==> src/rtl/uart_pkg.sv <==
`default_nettype none
// ============================================================
// Module  : uart_pkg
// Brief   : Shared UART receiver state encodings and constants
// Revision: 1.0
// ============================================================
package uart_pkg;

    localparam int OVERSAMPLE       = 16;
    localparam int DEFAULT_DVSR_BIT = 11;

    typedef enum logic [1:0] {
        IDLE  = 2'd0,
        START = 2'd1,
        DATA  = 2'd2,
        STOP  = 2'd3
    } uart_state_e;

endpackage
`default_nettype wire

==> src/rtl/baud_gen.sv <==
`default_nettype none
// ============================================================
// Module  : baud_gen
// Brief   : Oversample tick generator, one tick every i_dvsr+1 clocks
// Revision: 1.0
// ============================================================
module baud_gen
    import uart_pkg::*;
#(
    parameter int DVSR_BIT = DEFAULT_DVSR_BIT
) (
    input  logic                clk,
    input  logic                rst_n,
    input  logic [DVSR_BIT-1:0] i_dvsr,
    output logic                o_tick
);

    logic [DVSR_BIT-1:0] count_q;
    logic [DVSR_BIT-1:0] count_d;
    logic [DVSR_BIT-1:0] dvsr_q;
    logic [DVSR_BIT-1:0] dvsr_d;
    logic                w_tick;

    // The divisor is captured only at a wrap, so a divisor change can never
    // leave the counter above its terminal value.
    assign w_tick = (count_q == dvsr_q);

    always_comb begin
        count_d = count_q + 1'b1;
        dvsr_d  = dvsr_q;
        if (w_tick) begin
            count_d = '0;
            dvsr_d  = i_dvsr;
        end
    end

    always_ff @(posedge clk or negedge rst_n) begin
        if (!rst_n) begin
            count_q <= '0;
            dvsr_q  <= '0;
        end else begin
            count_q <= count_d;
            dvsr_q  <= dvsr_d;
        end
    end

    assign o_tick = w_tick;

endmodule
`default_nettype wire

==> src/rtl/uart_rx.sv <==
`default_nettype none
// ============================================================
// Module  : uart_rx
// Brief   : 16x oversampling UART receiver, LSB first, with frame-error pulse
// Revision: 1.0
// ============================================================
module uart_rx
    import uart_pkg::*;
#(
    parameter int DATA_BIT = 8,
    parameter int SB_TICK  = 16,
    parameter int DVSR_BIT = DEFAULT_DVSR_BIT
) (
    input  logic                clk,
    input  logic                rst_n,
    input  logic                i_rx,
    input  logic [DVSR_BIT-1:0] i_dvsr,
    output logic [DATA_BIT-1:0] o_data,
    output logic                o_rx_done_tick,
    output logic                o_frame_err
);

    localparam int NW = (DATA_BIT > 1) ? $clog2(DATA_BIT) : 1;
    localparam int SW = (SB_TICK > OVERSAMPLE) ? $clog2(SB_TICK) : $clog2(OVERSAMPLE);

    localparam logic [SW-1:0] S_MID  = SW'(OVERSAMPLE / 2 - 1);
    localparam logic [SW-1:0] S_LAST = SW'(OVERSAMPLE - 1);
    localparam logic [SW-1:0] S_STOP = SW'(SB_TICK - 1);
    localparam logic [NW-1:0] N_LAST = NW'(DATA_BIT - 1);

    logic                rx_meta_q;
    logic                rx_sync_q;
    logic                w_tick;

    uart_state_e         state_q, state_d;
    logic [SW-1:0]       s_q, s_d;
    logic [NW-1:0]       n_q, n_d;
    logic [DATA_BIT-1:0] b_q, b_d;
    logic                armed_q, armed_d;
    logic [DATA_BIT-1:0] data_q, data_d;
    logic                done_q, done_d;
    logic                ferr_q, ferr_d;

    baud_gen #(
        .DVSR_BIT (DVSR_BIT)
    ) u_baud_gen (
        .clk    (clk),
        .rst_n  (rst_n),
        .i_dvsr (i_dvsr),
        .o_tick (w_tick)
    );

    always_ff @(posedge clk or negedge rst_n) begin
        if (!rst_n) begin
            rx_meta_q <= 1'b1;
            rx_sync_q <= 1'b1;
        end else begin
            rx_meta_q <= i_rx;
            rx_sync_q <= rx_meta_q;
        end
    end

    // Armed blocks a held-low line (break or reset mid-frame) from being
    // taken as a stream of new start bits until the line has gone idle.
    always_comb begin
        state_d = state_q;
        s_d     = s_q;
        n_d     = n_q;
        b_d     = b_q;
        armed_d = 1'b0;
        data_d  = data_q;
        done_d  = 1'b0;
        ferr_d  = 1'b0;
        case (state_q)
            IDLE: begin
                armed_d = armed_q;
                if (rx_sync_q) begin
                    armed_d = 1'b1;
                end else if (armed_q) begin
                    state_d = START;
                    s_d     = '0;
                    armed_d = 1'b0;
                end
            end
            START: begin
                if (w_tick) begin
                    if (s_q == S_MID) begin
                        if (!rx_sync_q) begin
                            state_d = DATA;
                            s_d     = '0;
                            n_d     = '0;
                        end else begin
                            state_d = IDLE;
                        end
                    end else begin
                        s_d = s_q + 1'b1;
                    end
                end
            end
            DATA: begin
                if (w_tick) begin
                    if (s_q == S_LAST) begin
                        s_d = '0;
                        b_d = {rx_sync_q, b_q[DATA_BIT-1:1]};
                        if (n_q == N_LAST) begin
                            state_d = STOP;
                        end else begin
                            n_d = n_q + 1'b1;
                        end
                    end else begin
                        s_d = s_q + 1'b1;
                    end
                end
            end
            STOP: begin
                if (w_tick) begin
                    if (s_q == S_STOP) begin
                        state_d = IDLE;
                        if (rx_sync_q) begin
                            data_d = b_q;
                            done_d = 1'b1;
                        end else begin
                            ferr_d = 1'b1;
                        end
                    end else begin
                        s_d = s_q + 1'b1;
                    end
                end
            end
            default: state_d = IDLE;
        endcase
    end

    always_ff @(posedge clk or negedge rst_n) begin
        if (!rst_n) begin
            state_q <= IDLE;
            s_q     <= '0;
            n_q     <= '0;
            b_q     <= '0;
            armed_q <= 1'b0;
            data_q  <= '0;
            done_q  <= 1'b0;
            ferr_q  <= 1'b0;
        end else begin
            state_q <= state_d;
            s_q     <= s_d;
            n_q     <= n_d;
            b_q     <= b_d;
            armed_q <= armed_d;
            data_q  <= data_d;
            done_q  <= done_d;
            ferr_q  <= ferr_d;
        end
    end

    assign o_data         = data_q;
    assign o_rx_done_tick = done_q;
    assign o_frame_err    = ferr_q;

endmodule
`default_nettype wire

==> config.mk <==
export PLATFORM = sky130hd
export DESIGN_NAME = uart_rx
export DESIGN_NICKNAME = d
export VERILOG_FILES = /design/src/rtl/uart_pkg.sv /design/src/rtl/baud_gen.sv /design/src/rtl/uart_rx.sv
export SDC_FILE = /design/constraint.sdc
export NUM_CORES = 1
export LEC_CHECK = 0
export ABC_CLOCK_PERIOD_IN_PS = 2700
export BUFFER_PORTS_ARGS = -buffer_cell sky130_fd_sc_hd__clkbuf_2
export CAP_MARGIN = 20
export CORE_ASPECT_RATIO = 1.25
export CORE_MARGIN = 2
export CORE_UTILIZATION = 45
export DETAILED_ROUTE_END_ITERATION = 8
export PLACE_DENSITY = 0.65
export SLEW_MARGIN = 20
export SYNTH_ARGS = -nofsm -noshare
export SYNTH_HDL_FRONTEND = slang
export SYNTH_SLANG_ARGS = --single-unit
==> constraint.sdc <==
create_clock -name clk -period 2.7 [get_ports clk]
set_input_delay 0.81 -clock clk [delete_from_list [all_inputs] [get_ports clk]]
set_output_delay 0.81 -clock clk [all_outputs]
set_load 0.005 [all_outputs]
==> Word level (Yosys, flattened, before mapping) <==
Cells that the tools add are included.
{ "word_totals": {"register_bits": 52, "latchBits": 0, "ram_bits": 0, "mem_bits_ro": 0, "in_bits": 14, "output_inout_bits": 10, "word_cells": 80, "memories": 0} }
{ "classes": {"n_addsub": 3, "multipliers": 0, "div_mod_pow": 0, "order_cmp": 0, "eq_ne": 20, "n_shift": 0, "muxes": 38, "bitwise": 0, "reduce_logical": 7} }
{ "op_table": {"columns": ["op", "count"], "rows": [
  ["$mux W4", 9],
  ["$mux W2", 10],
  ["$mux W3", 6],
  ["$ne A2 B2 Y1 const B", 9],
  ["$pmux W4 S4", 1],
  ["$reduce_and A7 Y1", 2],
  ["$add A11 B1 Y11 const B", 1],
  ["$eq A11 B11 Y1", 1],
  ["$mux W11", 1],
  ["$mux W1", 9],
  ["$reduce_and A9 Y1", 1],
  ["$pmux W2 S4", 1],
  ["$ne A2 B1 Y1 const B", 3],
  ["$pmux W3 S2", 1],
  ["$add A4 B1 Y4 const B", 1],
  ["$eq A2 B2 Y1 const B", 2],
  ["$eq A4 B3 Y1 const B", 1],
  ["$eq A4 B4 Y1 const B", 1],
  ["$reduce_and A4 Y1", 1],
  ["$add A3 B1 Y3 const B", 1],
  ["$eq A3 B3 Y1 const B", 1],
  ["$ne A3 B3 Y1 const B", 1],
  ["$reduce_and A3 Y1", 1],
  ["$eq A2 B1 Y1 const B", 1],
  ["other kinds (2)", 2]
]} }

==> Logic depth before layout (Yosys ltp) <==
{ "depth": {"depth_word": 5, "mapped_depth": 7, "ltp_nobuf": 6} }

==> Cells and area by module <==
Synthesis repeated with hierarchy kept, for this count alone.
{ "unflattened": {"hier_cells": 195, "area_unflattened_um2": 2412.3} }
{ "modules_own_cells": {"columns": ["module", "instances", "cells_per_inst", "area_per_inst_um2"], "rows": [
  ["uart_rx", 1, 112, 1385.1],
  ["baud_gen", 1, 83, 1027.2]
]} }

==> Worst setup path before layout <==
Ideal clock, no wire load.
{ "synth_path": {"path_type": "register to register", "from": "register u_baud_gen.count_q[6]", "to": "register u_baud_gen.dvsr_q[10]", "arrival_ns": 1.889, "t_required_ns": 2.575, "slack_ns": 0.687, "path_stages_with_launch": 6, "period_less_slack_ns": 2.013, "cell_sequence": "dfrtp_1 > xor2_1 > or3_4 > nor3_4 > buf_4 > mux2_2"} }
{ "synth_between": {"elab_chain_cells": 1} }
{ "synth_rtl": {"columns": ["item", "line", "source"], "rows": [
  ["start, declared", "baud_gen.sv:18", "logic [DVSR_BIT-1:0] count_q;"],
  ["start signal, assigned", "baud_gen.sv:42", "count_q <= count_d;"],
  ["$eq A11 B11 Y1", "baud_gen.sv:26", "assign w_tick = (count_q == dvsr_q);"],
  ["end signal, assigned", "baud_gen.sv:43", "dvsr_q <= dvsr_d;"],
  ["end, declared", "baud_gen.sv:20", "logic [DVSR_BIT-1:0] dvsr_q;"]
]} }
No other way between the ends.
A chain may end at the register's enable or synchronous reset.

==> Final worst setup path <==
{ "layout_path": {"from": "register u_baud_gen.count_q[6]", "to": "register data_q[5] (netlist: o_data[5])"} }
{ "layout_between": {"elab_chain_cells": 2} }
{ "layout_rtl": {"columns": ["item", "line", "source"], "rows": [
  ["$eq A11 B11 Y1", "baud_gen.sv:26", null],
  ["$reduce_and A4 Y1 (no line)", null, null],
  ["end signal, assigned", "uart_rx.sv:150", "data_q <= data_d;"],
  ["end, declared", "uart_rx.sv:40", "logic [DATA_BIT-1:0] data_q, data_d;"]
]} }
No other way between the ends.

==> results.ini <==
[outcome]
run_status=finished clean

[clocking]
cts_max_level=2
tritoncts=yes
postCtsResizedCells=0
cts.path.max_buffers=2
root_buffer=sky130_fd_sc_hd__clkbuf_8
clock_insertion_delay_at_the_later_pin_of_the_skew_report_ns=0.31
clkSlewWorstSetupHoldPaths_ns=0.10
hold_buffers=0
post-cts-setup-buffer-count=0
cts_made_buffers=5
tritoncts_num_sinks=52

[global_route]
grt_max_degree=32
global_route.usage.total_pct=14.4
first_global_vias=1515
gr-total-overflow=0
grt_pass1_wl_mm=6.67
antenna_found_initial=0

[finish]
post-route-util_pct=52.3
final_layout_size_suffix_gt1_share_pct=32.6
final-instance-count-excl-fill=283
seqCellArea_mm2=0.00130
nNetsFinal=238
n_antenna_cell=0
area_growth_syn_to_layout_pct=12.0
stdcell_area_mm2=0.00268
multi_input_area_mm2=0.00103
fillerInstances=470

[run]
max_cap_viol_count=0

[setup_path]
critical_path_required_ns=2.91
endpoint_kind=register
timing_worst_setup_path_type=register to register
cp.arrival_ns=2.28
critical_path.startpoint_type=register
path_max_fanout=8

[place]
detailedPlacementHpwl_mm=2.69
placed_cells_incl_taps=275
dpl_cell_area_mm2=0.00258
dpl_worst_slack_ns=0.615
gpl.final_weighted_congestion=0.733
port_buffers=23

[routing]
final_antenna_net_count=0
routed_wirelength_mm=3.76
drt_pre_antenna_iters=4
drt_iter0_markers=73
detail_route.wl_per_cell_um=13.3
dr_total_vias=1497
routed_via_density=5.29
number_of_remaining_drc_errors=0

[sta]
timing.final.hold_violations=0
rsz0062_at_grt=no
final.hold.worst_slack_ns=0.361
worstMarginPinSlew_ns=0.584
timing.clock.skew_ns=0.00604
setup_tns_ns=0
min_period_ns=2.07
number_of_pins_with_negative_max_slew_slack_in_the_final_report=0
setup_viol_count_final=0
final_min_period_over_clock_period_pct=76.6
upper_clock_frequency_limit_mhz=483
max-slew-margin-rel_pct=61.1
post-route-worst-setup-slack_ns=0.631

[synth]
yosysUniqueCellTypes=43
yosys_warnings=0
mappedNetlistArea_mm2=0.00239
syn_nets=210
synthesis.instances=192
synth_top_flop_cell=sky130_fd_sc_hd__dfrtp_1
synth_seq_area_share_pct=54.6
number_of_flip_flops_and_latches_in_the_synthesized_netlist=52
postSynthAreaPerCell_um2=12.4
synth_edf_count=0
fraction_of_synthesis_flops_using_an_asynchronous_set_or_reset_pin_pct=100

[power]
p_per_area_mw_per_mm2=630
pwr-share-comb_pct=16.0
pwr-share-clk_pct=27.4
power_share_of_the_sequential_group_pct=56.7
max-vdd-ir-drop_mv=0.326
design_power_total_mw=1.69
p_sw_share_pct=30.1
p_leak_nw=1.28
cellInternalPower_mw=1.18
switchingPower_mw=0.508

[floorplanning]
floorplan.initialDensity_pct=46.7
core_region_area_mm2=0.00512
die_width_um=69.2
boundaryPins=24
floorplan.die.height_um=85.5
fp.dieArea_mm2=0.00591
core.rowCount=29

[worst_hold_path]
min-delay-path-class=register to register

==> layout by cell type (no fill, tap or decap), types with 5 or more instances in the layout <==
cell and count:
sky130_fd_sc_hd__nand3_1 6, sky130_fd_sc_hd__nand2_1 11, sky130_fd_sc_hd__mux2_2 28, sky130_fd_sc_hd__dfrtp_1 50, sky130_fd_sc_hd__xnor2_1 13, sky130_fd_sc_hd__xor2_1 7
sky130_fd_sc_hd__nor2_1 17, sky130_fd_sc_hd__clkbuf_8 5, sky130_fd_sc_hd__clkbuf_2 23
==> logic make-up after synthesis <==
| family | share of synthesized area, % |
|---|---|
| buffers and inverters | 2.15 |
| multiplexers | 14.0 |
| XOR/XNOR | 7.33 |
| AND/OR/NAND/NOR | 15.7 |
| flip-flops | 54.6 |
| AO/OA/AOI/OAI | 4.14 |
| adder cells (fa/ha/maj) | 2.10 |
==> cell usage after synthesis, types with 2 or more instances <==
cell type | n | share of area [%]
sky130_fd_sc_hd__dfrtp_1 | 50 | 52
sky130_fd_sc_hd__mux2_2 | 28 | 13
sky130_fd_sc_hd__nor2_1 | 17 | 2.7
sky130_fd_sc_hd__xnor2_1 | 13 | 4.8
sky130_fd_sc_hd__nand2_1 | 11 | 1.7
sky130_fd_sc_hd__xor2_1 | 7 | 2.6
sky130_fd_sc_hd__nand3_1 | 6 | 1.3
sky130_fd_sc_hd__ha_1 | 4 | 2.1
sky130_fd_sc_hd__inv_1 | 4 | 0.63
sky130_fd_sc_hd__nor2b_1 | 4 | 1.0
sky130_fd_sc_hd__and2_1 | 3 | 0.79
sky130_fd_sc_hd__and3_1 | 3 | 0.79
sky130_fd_sc_hd__nand4_1 | 3 | 0.79
sky130_fd_sc_hd__o21ai_0 | 3 | 0.63
sky130_fd_sc_hd__o31ai_1 | 3 | 0.94
sky130_fd_sc_hd__buf_4 | 2 | 0.63
sky130_fd_sc_hd__dfstp_2 | 2 | 2.2
sky130_fd_sc_hd__mux2i_1 | 2 | 0.84
sky130_fd_sc_hd__nor3_1 | 2 | 0.42
sky130_fd_sc_hd__nor4_1 | 2 | 0.52
==> per-layer routing <==
layer | part of all wire [%] | vias up | GRT usage [%]
met4 | 1.8 | 0 | 6.77
li1 | - | 720 | -
met3 | 3.4 | 7 | 4.04
met5 | 0 | - | 0
met2 | 50 | 21 | 24.3
met1 | 44 | 749 | 16.9
==> state kept, by name, indices dropped and copies added (netlist names), named ones only <==
| register | flops |
|---|---|
| b_q | 8 |
| o_rx_done_tick | 1 |
| n_q | 3 |
| o_data | 8 |
| rx_meta_q | 1 |
| u_baud_gen.count_q | 11 |
| state_q | 1 |
| s_q | 4 |
| u_baud_gen.dvsr_q | 11 |
| o_frame_err | 1 |
| rx_sync_q | 1 |
| armed_q | 1 |
==> worst paths after layout <==
check / startpoint / to / slack [ns] / cells past startpoint
setup / recovery: u_baud_gen.count_q[6]$_DFF_PN0_ / o_data[5]$_DFFE_PN0P_ / 0.63 / 5
hold / removal: rx_meta_q$_DFF_PN1_ / rx_sync_q$_DFF_PN1_ / 0.36 / 0
setup reg to reg: u_baud_gen.count_q[6]$_DFF_PN0_ / o_data[5]$_DFFE_PN0P_ / 0.63 / 5
hold reg to reg: rx_meta_q$_DFF_PN1_ / rx_sync_q$_DFF_PN1_ / 0.36 / 0
max in group asynchronous: rst_n / u_baud_gen.dvsr_q[8]$_DFFE_PN0N_ / 1.66 / 2
min in group asynchronous: rst_n / b_q[1]$_DFFE_PN0P_ / 0.48 / 1
==> area by class of cell <==
type	instances	share of cell area (%)
Timing Repair Buffer	26	5.61
Multi-Input combinational cell	131	38.6
Clock inverter	3	0.982
Clock buffer	5	2.57
Inverter	4	0.561
Tap cell	62	2.90
Sequential cell	52	48.7
==> power groups by stage <==
stage               clock, mW  combinational [mW]  sequential (mW)
floorplan                   0               0.232            0.938
global placement            0               0.269            0.971
detailed placement          0               0.274            0.971
CTS                     0.480               0.276            0.956
global route            0.513               0.314            0.971
finish                  0.461               0.270            0.955
==> worst max-delay path, cell delays in order, from the launching register on <==
cell,delay (ns)
sky130_fd_sc_hd__dfrtp_1,0.43
sky130_fd_sc_hd__xor2_1,0.17
sky130_fd_sc_hd__or3_4,0.42
sky130_fd_sc_hd__nor4_4,0.40
sky130_fd_sc_hd__nand4_4,0.22
sky130_fd_sc_hd__mux2_2,0.33
No activity file was read; power rests on OpenSTA's default activity.
